<file path="config.mk">
export PLATFORM = sky130hd
export DESIGN_NAME = pipeline_hazard_ctrl
export DESIGN_NICKNAME = d
export VERILOG_FILES = /design/src/rtl/pipe_ctrl_pkg.sv /design/src/rtl/sat_counter.sv /design/src/rtl/pipeline_hazard_ctrl.sv
export SDC_FILE = /design/constraint.sdc
export NUM_CORES = 1
export LEC_CHECK = 0
export ABC_AREA = 1
export BUFFER_PORTS_ARGS = -buffer_cell sky130_fd_sc_hd__buf_2
export CORE_MARGIN = 4
export CORE_UTILIZATION = 57
export CTS_CLUSTER_SIZE = 28
export DETAILED_ROUTE_END_ITERATION = 12
export PLACE_DENSITY = 0.84
export RECOVER_POWER = 50
export SETUP_SLACK_MARGIN = 0.2
export SLEW_MARGIN = 0
export SYNTH_ARGS = -nofsm -noshare
export SYNTH_HDL_FRONTEND = slang
export SYNTH_SLANG_ARGS = --single-unit
export TNS_END_PERCENT = 50
</file>
<file path="constraint.sdc">
create_clock -name clk -period 3.9 [get_ports clk]
set_input_delay 0.585 -clock clk [delete_from_list [all_inputs] [get_ports clk]]
set_output_delay 0.585 -clock clk [all_outputs]
set_load 0.01 [all_outputs]
</file>
<file path="src/rtl/pipe_ctrl_pkg.sv">
// Shared definitions for the pipeline hazard controller: the controller
// state encoding and the width of its state vector.
package pipe_ctrl_pkg;

  localparam int STATE_W = 2;

  typedef enum logic [STATE_W-1:0] {
    ST_RUN      = 2'd0,
    ST_MUL_BUSY = 2'd1,
    ST_MEM_WAIT = 2'd2
  } ctrl_state_e;

endpackage

</file>
<file path="src/rtl/sat_counter.sv">
// Saturating up-counter with synchronous clear (clear wins over increment)
// and asynchronous active-high reset.
module sat_counter #(
  parameter int W = 16
) (
  input  logic         clk,
  input  logic         rst,
  input  logic         clr,
  input  logic         inc,
  output logic [W-1:0] cnt
);

  localparam logic [W-1:0] CNT_MAX = {W{1'b1}};

  logic [W-1:0] cnt_r;

  // Count register: clear, then increment unless already at the ceiling.
  always_ff @(posedge clk or posedge rst) begin
    if (rst) begin
      cnt_r <= {W{1'b0}};
    end else if (clr) begin
      cnt_r <= {W{1'b0}};
    end else if (inc && (cnt_r != CNT_MAX)) begin
      cnt_r <= cnt_r + W'(1);
    end else begin
      cnt_r <= cnt_r;
    end
  end

  assign cnt = cnt_r;

endmodule

</file>
<file path="src/rtl/pipeline_hazard_ctrl.sv">
// Stall/flush sequencer for the 5-stage pipeline: arbitrates load-use, branch,
// multi-cycle multiply and data-memory wait hazards into stage enables/bubbles.
module pipeline_hazard_ctrl
  import pipe_ctrl_pkg::*;
#(
  parameter int MUL_LAT = 3,
  parameter int CNT_W   = 16
) (
  input  logic             clk,
  input  logic             rst,
  input  logic             freeze,
  input  logic             br_taken,
  input  logic             mul_start,
  input  logic             mem_busy,
  input  logic             perf_clr,
  output logic             pc_en,
  output logic             if_id_en,
  output logic             id_ex_en,
  output logic             ex_mem_en,
  output logic             mem_wb_en,
  output logic             if_id_flush,
  output logic             id_ex_flush,
  output logic             ex_mem_flush,
  output logic             mem_wb_flush,
  output logic [STATE_W-1:0] ctrl_state,
  output logic [CNT_W-1:0] stall_cnt
);

  localparam int MCNT_W = 4;
  localparam bit MUL_MULTI = (MUL_LAT >= 2);
  localparam bit MUL_SHORT = (MUL_LAT == 2);
  localparam logic [MCNT_W-1:0] MUL_INIT = MCNT_W'((MUL_LAT >= 2) ? (MUL_LAT - 2) : 0);

  // Control word: {pc, if_id, id_ex, ex_mem, mem_wb enables, then the four flushes}
  localparam logic [8:0] CTL_OFF = 9'b00000_0000;
  localparam logic [8:0] CTL_RUN = 9'b11111_0000;
  localparam logic [8:0] CTL_MEM = 9'b00001_0001;
  localparam logic [8:0] CTL_BR  = 9'b11111_1100;
  localparam logic [8:0] CTL_MUL = 9'b00011_0010;
  localparam logic [8:0] CTL_FRZ = 9'b00111_0100;

  ctrl_state_e        state_r;
  ctrl_state_e        state_nxt_s;
  logic [MCNT_W-1:0]  mul_cnt_r;
  logic [MCNT_W-1:0]  mul_cnt_nxt_s;
  logic [8:0]         ctl_s;
  logic               stall_inc_s;

  // Hazard arbitration: pick the control word and next state for this cycle.
  always_comb begin
    ctl_s         = CTL_RUN;
    state_nxt_s   = ST_RUN;
    mul_cnt_nxt_s = mul_cnt_r;
    if (rst) begin
      ctl_s         = CTL_OFF;
      state_nxt_s   = ST_RUN;
      mul_cnt_nxt_s = {MCNT_W{1'b0}};
    end else begin
      case (state_r)
        ST_RUN, ST_MEM_WAIT: begin
          if (mem_busy) begin
            ctl_s       = CTL_MEM;
            state_nxt_s = ST_MEM_WAIT;
          end else if (br_taken) begin
            ctl_s = CTL_BR;
          end else if (mul_start && MUL_MULTI) begin
            ctl_s         = CTL_MUL;
            mul_cnt_nxt_s = MUL_INIT;
            state_nxt_s   = MUL_SHORT ? ST_RUN : ST_MUL_BUSY;
          end else if (freeze) begin
            ctl_s = CTL_FRZ;
          end else begin
            ctl_s = CTL_RUN;
          end
        end
        ST_MUL_BUSY: begin
          // A memory wait overrides the multiply stall and pauses its countdown.
          if (mem_busy) begin
            ctl_s       = CTL_MEM;
            state_nxt_s = ST_MUL_BUSY;
          end else begin
            ctl_s         = CTL_MUL;
            mul_cnt_nxt_s = mul_cnt_r - 4'd1;
            state_nxt_s   = (mul_cnt_r <= 4'd1) ? ST_RUN : ST_MUL_BUSY;
          end
        end
        default: begin
          ctl_s       = CTL_RUN;
          state_nxt_s = ST_RUN;
        end
      endcase
    end
  end

  // State and multiply countdown registers.
  always_ff @(posedge clk or posedge rst) begin
    if (rst) begin
      state_r   <= ST_RUN;
      mul_cnt_r <= {MCNT_W{1'b0}};
    end else begin
      state_r   <= state_nxt_s;
      mul_cnt_r <= mul_cnt_nxt_s;
    end
  end

  assign {pc_en, if_id_en, id_ex_en, ex_mem_en, mem_wb_en,
          if_id_flush, id_ex_flush, ex_mem_flush, mem_wb_flush} = ctl_s;

  assign ctrl_state  = state_r;
  assign stall_inc_s = ~pc_en & ~rst;

  sat_counter #(
    .W (CNT_W)
  ) u_stall_cnt (
    .clk (clk),
    .rst (rst),
    .clr (perf_clr),
    .inc (stall_inc_s),
    .cnt (stall_cnt)
  );

endmodule

</file>
==> results of run 1 <==
==> cell usage after synthesis, drive strengths merged (3+ instances only) <==
cell type | instances | share of area (%)
a21oi | 5 | 1.7
buf | 3 | 2.1
dfrtp | 22 | 38
ha | 3 | 2.6
inv | 17 | 4.4
nand2 | 67 | 18
nand3 | 14 | 5.2
nand4 | 12 | 5.2
nor2 | 28 | 10
o21ai | 5 | 1.7
o21bai | 5 | 2.6
xor2 | 9 | 5.5
==> final cells by class <==
class | instances | area (um^2)
Inverter | 18 | 67.6
Sequential cell | 22 | 551
Timing Repair Buffer | 34 | 153
Multi-Input combinational cell | 153 | 793
Tap cell | 28 | 35.0
Clock buffer | 4 | 36.3
Fill cell | 197 | 683
==> sequential cells by signal, indices dropped and copies added (netlist names) <==
signal	count
mul_cnt_r	4
ctrl_state	2
u_stall_cnt.cnt	16
==> logic make-up (layout without fill, tap and decap cells) <==
logic type / after synthesis / count (layout) / synth area share (%)
xor+xnor: 9 / 9 / 5.45
compound gates: 16 / 16 / 6.49
buf+inv: 22 / 56 / 7.01
simple gates: 125 / 125 / 40.3
flops: 22 / 22 / 38.1
fa+ha+maj: 3 / 3 / 2.60
==> power by group <==
part,leakage (nW),internal [mW],total [mW],switching [mW]
Clock,0.0210,0.0572,0.128,0.0711
Combinational,0.537,0.0170,0.0564,0.0394
Sequential,0.304,0.232,0.236,0.00427
==> metal layers <==
layer  up-vias  GRT usage (%)  part of all wire [%]
met5         -              0                     0
met4         0           7.95                   1.8
met3         7           2.41                   6.2
met2        47           38.8                    50
met1       639           24.5                    42
li1        710              -                     -
==> per-stage QoR <==
stage | setup WS, ns | total power [mW] | hold slack [ns] | std cells | util [%]
finish | 1.18 | 0.421 | 0.282 | 259 | 70.5
floorplan | 1.71 | 0.281 | 0.519 | 197 | -
CTS | 1.45 | 0.421 | 0.278 | 259 | 71.4
global route | 0.833 | 0.437 | 0.366 | 259 | 70.5
detailed placement | 1.44 | 0.299 | 0.535 | 255 | 69.8
global placement | 1.51 | 0.296 | 0.511 | 255 | 69.8
==> worst min path at each step <==
stage	start	end	cells after the start
2_1_floorplan	mul_cnt_r[1]$_DFFE_PP0P_	mul_cnt_r[1]$_DFFE_PP0P_	2
3_3_place_gp	ctrl_state[0]$_DFF_PP0_	ctrl_state[1]$_DFF_PP0_	1
3_5_place_dp	ctrl_state[0]$_DFF_PP0_	ctrl_state[1]$_DFF_PP0_	1
4_1_cts	rst	u_stall_cnt.cnt[6]$_DFFE_PP0P_	2
5_1_grt	rst	ctrl_state[0]$_DFF_PP0_	2
6_report	rst	ctrl_state[0]$_DFF_PP0_	2
==> worst max-delay path: stages <==
cell and delay, ns:
clkbuf_1 0.19, clkinv_1 0.48, clkbuf_1 0.49, nand2_1 0.20, nor2_1 0.05, buf_2 0.13
==> cell usage in the layout (no fill, tap or decap), drive strengths merged <==
| cell type | instances |
|---|---|
| a21oi | 5 |
| buf | 20 |
| clkbuf | 18 |
| clkinv | 1 |
| dfrtp | 22 |
| ha | 3 |
| inv | 17 |
| nand2 | 67 |
| nand3 | 14 |
| nand3b | 2 |
| nand4 | 12 |
| nor2 | 28 |
| nor3 | 2 |
| o21ai | 5 |
| o21bai | 5 |
| o22ai | 1 |
| xor2 | 9 |
==> results.sh, run 1 <==
export IMPL_leakage_nw=0.863
export IMPL_overflow=0
export IMPL_maxCapViolCount=0
export IMPL_drc=0
export IMPL_antenna_found_initial=0
export IMPL_rr_worst_depth=9
export IMPL_post_cts_resized=0
export IMPL_postCtsSetupRepairBufs=0
export IMPL_finalSetupTns_ns=0
export IMPL_avgSynthCellArea_um2=7.34
export IMPL_wl_per_cell_um=12.6
export IMPL_hold_violations=0
export IMPL_portBuffers=33
export IMPL_synthCells=197
export IMPL_drt_initial_drc_count=71
export IMPL_synth_edf_count=0
export IMPL_dpl_instance_area_um2=1620
export IMPL_startpoint="rst"
export IMPL_grt_pass1_wl_um=5640
export IMPL_p_per_area_nw_per_um2=257
export IMPL_gp_congestion=0.861
export IMPL_row_count=17
export IMPL_layout_area_overhead_vs_synth_pct=13.2
export IMPL_syn_nets=207
export IMPL_slew_viol_final=0
export IMPL_grt_pass1_vias=1314
export IMPL_outcome="complete, no violations"
export IMPL_ys_types=25
export IMPL_setup_worst_path_end="mem_wb_flush"
export IMPL_die_w_um=58.4
export IMPL_fin_area_um2=1640
export IMPL_hpwlAfterDp_um=2450
export IMPL_clk_transition_reported_paths_ns=0.12
export IMPL_hold_path_class="primary input to asynchronous set/reset pin"
export IMPL_fin_nets=242
export IMPL_cp_max_fo=16
export IMPL_rrSetupSlack_ns=2.08
export IMPL_drtPass1Iterations=4
export IMPL_numClockSinks=22
export IMPL_syn_cell_area_um2=1450
export IMPL_drive_above_1_share_pct=14.3
export IMPL_worstSetupStartpointType="primary input"
export IMPL_initial_core_util_pct=62.3
export IMPL_ant_nets=0
export IMPL_grt_usage_pct=21.0
export IMPL_slew_headroom_pct=49.5
export IMPL_period_minus_slack_ns=2.72
export IMPL_seq_area_frac_synth_pct=38.1
export IMPL_required_ns=3.31
export IMPL_cts_tree="yes"
export IMPL_r2r_end="u_stall_cnt.cnt[10]$_DFFE_PP0P_"
export IMPL_wirelength_um=3280
export IMPL_diodes=0
export IMPL_numCtsBuffers=3
export IMPL_cp_end_kind="output pin"
export IMPL_async_flop_share_pct=100
export IMPL_critPathKind="primary input to output pin"
export IMPL_r2r_start="u_stall_cnt.cnt[0]$_DFFE_PP0P_"
export IMPL_rsz0062_at_grt="false"
export IMPL_period_share_pct=69.9
export IMPL_cp_data_arrival_time_ns=2.14
export IMPL_irDropWorstVdd_uv=242
export IMPL_ys_flop_type="dfrtp_1"
export IMPL_vias_per_cell=5.42
export IMPL_clk_path_buf_depth=2
export IMPL_finalSetupViolCount=0
export IMPL_die_area_um2=3400
export IMPL_skew_ns=0.00427
export IMPL_synth_warnings=0
export IMPL_holdBufCountCts=0
export IMPL_vias=1403
export IMPL_fmaxAchievable_mhz=367
export IMPL_root_buffer="clkbuf_4"
export IMPL_die_height_um=58.4
export IMPL_core_area_um2=2320
export IMPL_tightest_slew_ns=0.757
export IMPL_io_pins=34
export IMPL_grt_max_degree=18
export IMPL_clock_latency_ns=0.32
export IMPL_synth_seq_cells=22
export IMPL_htree_levels=1
(Power assumes the default switching activity.)
==> inputs of run 2 (changes only) <==
- CORE_UTILIZATION: 57 -> 48
- PLACE_DENSITY: 0.84 -> 0.75
- clock period: 3.9 -> 2.3 ns (I/O delays scaled with it)
==> run 2 against run 1 <==
Register-to-register slack lost 1.5 ns. Die area grew 16%. Cell count grew 1.2%. Worst hold slack lost 0.10 ns. Sequential power grew 70%. Wire length shrank 5.3%. Via count shrank 3.9%. Clock skew shrank 0.0020 ns. Combinational power grew 70%. Count of clock-buffer cells in the layout shrank 1. Sequential cell count is the same. Utilization shrank 11 points. Critical path type is now register to output pin.
==> results.sh, run 2 (same netlist as run 1, synthesis figures left out) <==
export IMPL_outcome="complete, no violations"
export IMPL_placed_cells=258
export IMPL_drc=0
export IMPL_post_cts_resized=0
export IMPL_critPathTopFamily="simple AND/OR/NAND/NOR gates"
export IMPL_layout_area_overhead_vs_synth_pct=15.0
export IMPL_fin_nets=242
export IMPL_row_count=19
export IMPL_finalSetupTns_ns=0
export IMPL_numClockSinks=22
export IMPL_slew_viol_final=0
export IMPL_numCtsBuffers=3
export IMPL_cp_end_kind="output pin"
export IMPL_drt_initial_drc_count=76
export IMPL_die_w_um=62.9
export IMPL_fmaxAchievable_mhz=542
export IMPL_die_height_um=62.9
export IMPL_period_minus_slack_ns=1.85
export IMPL_irDropWorstVdd_uv=381
export IMPL_vias=1348
export IMPL_critPathMostFrequentCell="nor2_1"
export IMPL_tightest_slew_ns=0.478
export IMPL_vias_per_cell=5.15
export IMPL_met2_usage_pct=26.2
export IMPL_crit_chain="inv_1 -> nor2_1 -> nand2_1 -> inv_1 -> nor2_1 -> nor2_1 -> buf_2"
export IMPL_clk_transition_reported_paths_ns=0.13
export IMPL_cp_slowest_cell="dfrtp_1"
export IMPL_regArea_um2=551
export IMPL_overflow=0
export IMPL_grt_pass1_vias=1197
export IMPL_p_per_area_nw_per_um2=482
export IMPL_skew_ns=0.00224
export IMPL_grt_pass1_wl_um=5470
export IMPL_required_ns=1.96
export IMPL_final_cell_mix="nand2_1, nor2_1, dfrtp_1, buf_2, inv_1"
export IMPL_pre_cts_ws_ns=0.574
export IMPL_final_util_pct=59.2
export IMPL_cts_tree="yes"
export IMPL_clk_path_buf_depth=2
export IMPL_drive_above_1_share_pct=15.6
export IMPL_antenna_found_initial=0
export IMPL_slew_headroom_pct=68.1
export IMPL_initial_core_util_pct=51.5
export IMPL_rsz0062_at_grt="false"
export IMPL_gr_usage_met3_pct=4.50
export IMPL_worstSetupStartpointType="register"
export IMPL_drtPass1Iterations=5
export IMPL_n_fill_cell=272
export IMPL_diodes=0
export IMPL_gp_congestion=0.842
export IMPL_io_pins=34
export IMPL_postCtsSetupRepairBufs=0
export IMPL_hold_violations=0
export IMPL_cp_max_fo=6
export IMPL_die_area_um2=3950
export IMPL_hpwlAfterDp_um=2310
export IMPL_setup_ws_ns=0.453
export IMPL_portBuffers=33
export IMPL_grt_usage_pct=16.8
export IMPL_layout_commonest_cell="nand2_1"
export IMPL_maxCapViolCount=0
export IMPL_hold_ws_ns=0.182
export IMPL_cp_num_buf_inv=3
export IMPL_fin_cells=262
export IMPL_multi_input_area_um2=793
export IMPL_core_area_um2=2810
export IMPL_grt_max_degree=29
export IMPL_cp_data_arrival_time_ns=1.50
export IMPL_finalSetupViolCount=0
export IMPL_grt_use_met1_pct=23.4
export IMPL_largest_reg_flops=16
export IMPL_leakage_nw=0.882
export IMPL_cpPeakStageDelay_ns=0.45
export IMPL_htree_levels=1
export IMPL_clock_latency_ns=0.32
export IMPL_wl_per_cell_um=11.8
export IMPL_hold_path_class="primary input to asynchronous set/reset pin"
export IMPL_wirelength_um=3100
export IMPL_holdBufCountCts=0
export IMPL_period_share_pct=80.3
export IMPL_ant_nets=0
export IMPL_root_buffer="clkbuf_4"
export IMPL_grt_busiest_layer="met2"
export IMPL_critPathKind="register to output pin"
==> run 2: changes by cell type in the layout (fill, tap and decap cells not counted), sizes merged <==
cell / previous run / this run
bufinv: 0 / 1
buf: 20 / 23
clkbuf: 18 / 14
==> run 2: power by group <==
group / total [mW] / switching, mW / leakage [nW] / internal, mW
Combinational: 0.0956 / 0.0659 / 0.550 / 0.0297
Sequential: 0.401 / 0.00730 / 0.304 / 0.393
Clock: 0.304 / 0.128 / 0.0279 / 0.176
Total: 0.800 / 0.201 / 0.882 / 0.599
==> run 2: worst min-delay path, delay by kind of cell <==
family                 cells  cell delay, ns
buffers and inverters      3            0.57
==> run 2: worst paths after layout <==
check / start / to / slack (ns) / depth (start not counted)
setup / recovery: ctrl_state[0]$_DFF_PP0_ / ex_mem_flush / 0.45 / 7
hold / removal: rst / u_stall_cnt.cnt[6]$_DFFE_PP0P_ / 0.18 / 3
setup reg to reg: u_stall_cnt.cnt[0]$_DFFE_PP0P_ / u_stall_cnt.cnt[10]$_DFFE_PP0P_ / 0.55 / 9
hold reg to reg: ctrl_state[0]$_DFF_PP0_ / ctrl_state[1]$_DFF_PP0_ / 0.54 / 1
max in group asynchronous: rst / u_stall_cnt.cnt[11]$_DFFE_PP0P_ / 1.88 / 3
min in group clk: mem_busy / ctrl_state[1]$_DFF_PP0_ / 0.31 / 3
==> run 2: final cells by class <==
type	count	share of cell area (%)
clock buffers	3	1.36
flip-flops and latches	22	33.1
well taps	31	2.33
clock inverters	1	1.81
multi-input cells	153	47.7
repair buffers	34	9.56
inverters	18	4.07
==> run 2: per-layer routing <==
layer / up-vias / part of all wire, %
met5: - / 0
met4: 0 / 0.39
met3: 2 / 6.7
met2: 39 / 43
met1: 601 / 50
li1: 706 / -
==> run 2: metrics by stage <==
stage                     power [mW]  instance area [um^2]
after floorplan                0.476                  1450
after global placement         0.505                  1620
after detailed placement       0.506                  1620
after CTS                      0.809                  1680
after global routing           0.842                  1660
final                          0.800                  1660
==> inputs of run 3 (changes only) <==
- clock period: 2.3 -> 1.5 ns (I/O delays scaled with it)
==> run 3 against run 2 <==
The flow now finishes with violations (setup timing). Final area up 27%. Register-to-register slack worse by 0.60 ns. Global-route usage is 4.7 points higher. First-iteration DRC count increased by 2.6%. Non-clock buffer count rose by 38. Sequential cell count stayed put. Critical path depth increased by 1. Critical path type unchanged. Sequential power is 53% higher. Count of clock-buffer cells in the layout is 1 higher. Clock skew grew 0.0014 ns. Largest cell class unchanged.
==> results.sh, run 3 (same netlist as run 1, synthesis figures left out) <==
export IMPL_wl_per_cell_um=14.4
export IMPL_multi_input_area_um2=891
export IMPL_drc=0
export IMPL_diodes=0
export IMPL_cts_tree="yes"
export IMPL_p_per_area_nw_per_um2=573
export IMPL_wirelength_um=4350
export IMPL_power_total_mw=1.21
export IMPL_tightest_slew_ns=1.04
export IMPL_fin_area_um2=2100
export IMPL_finalSetupTns_ns=-0.803
export IMPL_vias=1617
export IMPL_final_cell_mix="nand2_1, buf_2, buf_4"
export IMPL_hold_violations=0
export IMPL_finalSetupViolCount=15
export IMPL_layout_commonest_cell="nand2_1"
export IMPL_critPathKind="register to output pin"
export IMPL_die_area_um2=3950
export IMPL_clk_transition_reported_paths_ns=0.13
export IMPL_drtPass1Iterations=4
export IMPL_setup_ws_ns=-0.116
export IMPL_vias_per_cell=5.37
export IMPL_io_pins=34
export IMPL_grt_usage_pct=21.5
export IMPL_period_minus_slack_ns=1.62
export IMPL_overflow=0
export IMPL_row_count=19
export IMPL_numCtsBuffers=3
export IMPL_hold_ws_ns=0.180
export IMPL_pre_cts_ws_ns=0.0228
export IMPL_hold_path_class="primary input to register"
export IMPL_die_height_um=62.9
export IMPL_violations="setup timing"
export IMPL_dpl_instance_area_um2=1800
export IMPL_grt_pass1_vias=1519
export IMPL_cp_end_kind="output pin"
export IMPL_final_util_pct=74.9
export IMPL_period_share_pct=108
export IMPL_rsz0062_at_grt="true"
export IMPL_required_ns=1.27
export IMPL_slew_headroom_pct=30.5
export IMPL_fmaxAchievable_mhz=619
export IMPL_numClockSinks=22
export IMPL_regArea_um2=551
export IMPL_ant_nets=0
export IMPL_grt_max_degree=23
export IMPL_clock_latency_ns=0.31
export IMPL_leakage_nw=1.14
export IMPL_largest_reg_flops=16
export IMPL_portBuffers=33
export IMPL_placed_cells=280
export IMPL_drive_above_1_share_pct=38.9
export IMPL_hpwlAfterDp_um=2670
export IMPL_root_buffer="clkbuf_4"
export IMPL_fin_nets=281
export IMPL_initial_core_util_pct=51.5
export IMPL_skew_ns=0.00362
export IMPL_die_w_um=62.9
export IMPL_irDropWorstVdd_uv=470
export IMPL_slew_viol_final=0
export IMPL_htree_levels=1
export IMPL_antenna_found_initial=0
export IMPL_n_fill_cell=180
export IMPL_core_area_um2=2810
export IMPL_gp_congestion=0.836
export IMPL_layout_area_overhead_vs_synth_pct=45.5
export IMPL_worstSetupStartpointType="register"
export IMPL_grt_pass1_wl_um=6910
export IMPL_cp_data_arrival_time_ns=1.39
export IMPL_cp_max_fo=3
export IMPL_outcome="finished, violations left"
export IMPL_maxCapViolCount=0
export IMPL_clk_path_buf_depth=2
export IMPL_drt_initial_drc_count=78
export IMPL_fin_cells=301
run 3: changes by cell type in the layout (fill, tap and decap cells not counted), sizes merged:
| cell | change |
|---|---|
| buf | +48 |
| clkbuf | -10 |
| bufinv | -1 |
| dlymetal6s2s | +1 |
| nor2 | +1 |
run 3: area by class of cell:
class	count	share of cell area, %
Multi-Input combinational cell	154	42.4
Sequential cell	22	26.2
Timing Repair Buffer	72	24.3
Inverter	18	3.51
Tap cell	31	1.85
Clock buffer	4	1.73
run 3: worst paths after layout:
| kind | from | endpoint | slack, ns | cells past startpoint |
|---|---|---|---|---|
| worst max-delay path | ctrl_state[0]$_DFF_PP0_ | ex_mem_flush | -0.12 | 8 |
| worst min-delay path | rst | ctrl_state[1]$_DFF_PP0_ | 0.18 | 2 |
| worst max register to register | u_stall_cnt.cnt[1]$_DFFE_PP0P_ | u_stall_cnt.cnt[6]$_DFFE_PP0P_ | -0.05 | 10 |
| worst min register to register | u_stall_cnt.cnt[15]$_DFFE_PP0P_ | u_stall_cnt.cnt[15]$_DFFE_PP0P_ | 0.59 | 2 |
| max in group asynchronous | rst | u_stall_cnt.cnt[1]$_DFFE_PP0P_ | 0.42 | 4 |
| min in group asynchronous | rst | u_stall_cnt.cnt[8]$_DFFE_PP0P_ | 0.46 | 4 |
run 3: critical path: stages (launching register included):
cell and delay [ns]:
dfrtp_1 0.42, buf_6 0.14, inv_4 0.03, nor2_4 0.09, nand2_2 0.06, inv_2 0.06
nor2_2 0.03, nor2_1 0.10, buf_2 0.14
run 3: where the power goes:
group          switching, mW  total [mW]  internal, mW
Combinational          0.144       0.254         0.109
Clock                  0.189       0.337         0.148
Sequential            0.0107       0.614         0.603
Total                  0.344        1.21         0.861
run 3: per-layer routing:
layer	track usage, %	routed length (um)
met2	37.8	2200
met5	0	0
met3	4.32	245
met1	26.7	1840
met4	5.23	58
run 3: what timing repair did:
item,in CTS,in global routing
pin swaps,24,17
setup endpoints to repair,27,52
hold endpoints to repair,22,0
resized for setup,27,13
hold buffers,1,0
gates cloned,1,0
buffers inserted,12,3
